File: src/rtl/arbitro_rr7.sv
// Round-robin arbiter for 7 requesters sharing the one-hot encoder datapath.
// A grant is held until the owner releases it, drops its request, or hits the hold limit.
module arbitro_rr7 #(
    parameter int MAX_HOLD = 15
) (
    input  logic       clk,
    input  logic       rst,
    input  logic [6:0] solicitud,
    input  logic       liberar,
    output logic [6:0] concesion,
    output logic [2:0] codigo,
    output logic       ocupado,
    output logic       expirado
);

    localparam logic       LIBRE     = 1'b0;
    localparam logic       CONCEDIDO = 1'b1;
    localparam logic [7:0] HOLD_LAST = (MAX_HOLD > 0) ? 8'(MAX_HOLD - 1) : 8'd0;

    logic       r_state;
    logic [2:0] r_ptr;
    logic [7:0] r_cnt;
    logic [6:0] r_concesion;
    logic [2:0] r_codigo;
    logic       r_ocupado;
    logic       r_expirado;

    logic       w_found;
    logic [2:0] w_sel;
    logic       w_own_req;
    logic       w_tmo;
    logic       w_rel;

    // Rotated priority search starting just after the last owner.
    always_comb begin
        logic [3:0] v_sum;
        w_found = 1'b0;
        w_sel   = 3'd0;
        v_sum   = 4'd0;
        for (int i = 1; i <= 7; i++) begin
            v_sum = {1'b0, r_ptr} + 4'(i);
            if (v_sum >= 4'd7) v_sum = v_sum - 4'd7;
            if (!w_found && solicitud[v_sum[2:0]]) begin
                w_found = 1'b1;
                w_sel   = v_sum[2:0];
            end
        end
    end

    // r_ptr doubles as the current owner index while a grant is held.
    assign w_own_req = solicitud[r_ptr];
    assign w_tmo     = (MAX_HOLD != 0) && (r_cnt == HOLD_LAST);
    assign w_rel     = liberar | ~w_own_req | w_tmo;

    always_ff @(posedge clk or posedge rst) begin
        if (rst) begin
            r_state     <= LIBRE;
            r_ptr       <= 3'd6;
            r_cnt       <= 8'd0;
            r_concesion <= 7'd0;
            r_codigo    <= 3'd0;
            r_ocupado   <= 1'b0;
            r_expirado  <= 1'b0;
        end else begin
            r_expirado <= 1'b0;
            if (r_state == LIBRE) begin
                if (w_found) begin
                    r_concesion <= 7'(1) << w_sel;
                    r_codigo    <= w_sel + 3'd1;
                    r_ptr       <= w_sel;
                    r_cnt       <= 8'd0;
                    r_ocupado   <= 1'b1;
                    r_state     <= CONCEDIDO;
                end
            end else begin
                if (w_rel) begin
                    r_concesion <= 7'd0;
                    r_codigo    <= 3'd0;
                    r_ocupado   <= 1'b0;
                    // Timeout only counts as expiry when nothing else ended the grant.
                    r_expirado  <= w_tmo & ~liberar & w_own_req;
                    r_state     <= LIBRE;
                end else if (r_cnt != 8'hFF) begin
                    r_cnt <= r_cnt + 8'd1;
                end
            end
        end
    end

    assign concesion = r_concesion;
    assign codigo    = r_codigo;
    assign ocupado   = r_ocupado;
    assign expirado  = r_expirado;

endmodule

File: config.mk
export PLATFORM = sky130hd
export DESIGN_NAME = arbitro_rr7
export DESIGN_NICKNAME = d
export VERILOG_FILES = /design/src/rtl/arbitro_rr7.sv
export SDC_FILE = /design/constraint.sdc
export NUM_CORES = 1
export LEC_CHECK = 0
export ABC_AREA = 1
export BUFFER_PORTS_ARGS = -buffer_cell sky130_fd_sc_hd__clkbuf_2
export CAP_MARGIN = 5
export CORE_ASPECT_RATIO = 0.9
export CORE_UTILIZATION = 50
export DETAILED_ROUTE_END_ITERATION = 8
export GPL_ROUTABILITY_DRIVEN = 0
export PLACE_DENSITY = 0.68
export SYNTH_ARGS = -nofsm -noshare
export SYNTH_HDL_FRONTEND = slang
export SYNTH_SLANG_ARGS = --single-unit
File: constraint.sdc
create_clock -name clk -period 4.2 [get_ports clk]
set_input_delay 0.84 -clock clk [delete_from_list [all_inputs] [get_ports clk]]
set_output_delay 0.84 -clock clk [all_outputs]
set_load 0.02 [all_outputs]
==> impl_metrics.tcl <==
set metrics [dict create \
    port_buffers 21 \
    synth_cell_types 36 \
    antenna_found_initial 0 \
    reg2regPathDepth 20 \
    die_area_um2 5763 \
    ys.flop_type "dfrtp_1" \
    startpoint "r_ptr[1]" \
    worst_pin_slew_ns 0.8917 \
    fillers 549 \
    async_reset_ff_share_pct 100.0 \
    via_per_inst 5.281 \
    gr-total-overflow 0 \
    hp-class "reg2reg" \
    crit_chain "inv_2 > ha_1 > inv_1 > fa_1 > o21ai_2 > inv_1 > nand3_1 > nand3_1 > nand2_1 > nand3_4 > nor2_8 > nand4_1 > or2_2 > nand3_1 > inv_1 > ha_1 > nand3_1 > inv_1 > nand2_1 > nand2_1" \
    maxCapViolCount 0 \
    rsz0062_at_grt "no" \
    fin_crit_ns 3.847 \
    synth-xor-area-share_pct 2.245 \
    cts_buffers 3 \
    wl_um 6809 \
    syn-cell-area_um2 2731 \
    die_x_um 79.91 \
    holdPathStages 2 \
    nets 487 \
    fmax_ghz 0.2600 \
    synth_compound_area_share_pct 9.116 \
    root_buffer "clkbuf_8" \
    dp_hpwl_um 5423 \
    synth-seq-cells 24 \
    wl_per_cell_um 13.02 \
    vias 2762 \
    post-route-period-util_pct 91.59 \
    postSynthCellCount 436 \
    area_growth_pct 7.787 \
    critPathKind "reg2reg" \
    slew_violations 0 \
    path_buf_inv 5 \
    numClockSinks 24 \
    path_depth 20 \
    syn-num-nets 466 \
    cts_buffer_depth 2 \
    diodes 0 \
    drt-initial-drc-count 233 \
    clkTransAtPathRegs_ns 0.09 \
    synthAdderAreaFrac_pct 9.437 \
    track_usage_pct 24.92 \
    ios 22 \
    cts_tree "done" \
    std_cell_rows 25 \
    muxShareOfSynthArea_pct 0 \
    postCtsHoldBufs 0 \
    synth_top_family_by_area "simple AND/OR/NAND/NOR gates" \
    setup_viol 0 \
    hold_viol_final 0 \
    cp.arrival_ns 4.03 \
    fin_skew_ns 0.01305 \
    dp_cells 519 \
    yosysWarnings 0 \
    r2r_end "concesion[6]" \
    htree_levels 1 \
    drive_above_1_share_pct 14.47 \
    status "finished, final reports clean" \
    firstDrtPassIters 5 \
    drc 0 \
    synth_edf_count 0 \
    holdWs_ns 0.4837 \
    dieHeight_um 72.12 \
    crit_required_ns 4.38 \
    r2r-start "r_ptr[1]" \
    critPathTopFamily "simple AND/OR/NAND/NOR gates" \
    syn_area_per_cell_um2 6.265 \
    ff2ff_setup_slack_ns 0.35 \
    synth-simple-area-share_pct 47.41 \
    clock_latency_ns 0.28 \
    cpPeakStageDelay_ns 0.65 \
    relSlewSlack_pct 40.49 \
    grt_pass1_wl_um 11380 \
    antenna_left 0 \
    core_um2 5255 \
    cp_max_fo 11 \
    start_util_pct 51.98 \
    critPathLaunchType "flop" \
    crit_path_end_kind "flop" \
    grt_max_degree 25 \
    crit_path_top_delay_cell "dfstp_2" \
    crit_end "concesion[6]" \
    post-cts-setup-buffers 0 \
    final_cells 523 \
    tns_ns 0 \
    grt_pass1_vias 2371 \
    seq_area_frac_synth_pct 22.08 \
    fin_util_pct 56.02 \
]
-- synthesized netlist by cell type, drive strengths merged, types with 2 or more instances --
| cell type | n | area share [%] |
|---|---|---|
| inv | 53 | 7.4 |
| nand4 | 11 | 2.5 |
| or2 | 8 | 1.8 |
| ha | 19 | 8.7 |
| nor3 | 4 | 1.1 |
| nand2 | 179 | 26 |
| dfstp | 2 | 1.9 |
| a21oi | 5 | 0.92 |
| o211ai | 3 | 0.82 |
| nand3 | 56 | 12 |
| buf | 6 | 2.2 |
| nor2 | 20 | 3.9 |
| xor2 | 6 | 1.9 |
| o21ai | 34 | 6.5 |
| dfrtp | 22 | 20 |
-- tightest hold or removal path: stages, from the launching register on --
cell and delay [ns]:
dfrtp_1 0.35, nand2_1 0.05, nand2_1 0.05
-- stage by stage --
stage | instance area, um^2 | setup slack [ns]
detailed placement | 2868 | 0.2774
floorplan | 2731 | 0.8561
finish | 2944 | 0.3534
global placement | 2868 | 0.3011
CTS | 2939 | 0.2514
global route | 2944 | 0.09233
-- cell families after synthesis --
| logic type | Yosys count |
|---|---|
| AOI/OAI and AO/OA | 45 |
| xor gates and xnor gates | 7 |
| adders and majority gates | 20 |
| buffers and inverters | 60 |
| DFF | 24 |
| and+or+nand+nor | 280 |
-- worst min path at each step --
stage	start	slack, ns	endpoint
6_report	ocupado	0.48	ocupado
4_1_cts	ocupado	0.49	ocupado
2_1_floorplan	r_ptr[2]	0.49	r_ptr[2]
3_5_place_dp	ocupado	0.47	ocupado
3_3_place_gp	concesion[3]	0.46	concesion[3]
5_1_grt	ocupado	0.51	ocupado
-- routing by layer --
layer | vias up | GRT usage, % | part of all wire, %
met5 | - | 0 | 0
met4 | 0 | 2.183 | 0.63
met3 | 8 | 4.654 | 6.5
met2 | 90 | 36.75 | 41
met1 | 1218 | 38.85 | 52
li1 | 1446 | - | -
-- flip-flops by register name, indices dropped and copies added, names as in the netlist --
signal and count:
r_cnt 8, r_state 1, r_ptr 3, concesion 7, codigo 3, expirado 1
ocupado 1
-- timing repair --
action	4_1_cts	5_1_grt
setup endpoints to repair	0	8
endpoints found under the hold margin	0	0
gates resized for setup	0	3
-- cells in the final DEF (no fill, tap or decap), drive strengths merged --
cell / instances
clkinv: 1
inv: 53
or2: 8
nand3b: 1
a21boi: 1
nor4: 1
a21oi: 5
o211ai: 3
nor3: 4
ha: 19
buf: 1
clkbuf: 24
dfstp: 2
xnor2: 1
o22ai: 1
nand4: 11
dfrtp: 22
a31oi: 1
nor2: 20
bufinv: 1
xor2: 6
o21ai: 34
nand2: 179
fa: 1
nand3: 56
-- cell type report --
| class | count | area, um^2 | share of cell area (%) |
|---|---|---|---|
| clock buffers | 3 | 41.29 | 1.402 |
| clock inverters | 1 | 30.03 | 1.020 |
| inverters | 54 | 205.2 | 6.970 |
| multi-input cells | 352 | 1867 | 63.41 |
| flip-flops and latches | 24 | 604.3 | 20.53 |
| well taps | 67 | 83.83 | 2.847 |
| repair buffers | 22 | 112.6 | 3.825 |
Power is left out: the tool's default activity adds up to more than one toggle a clock period on the data nets, which glitch-free logic cannot reach.
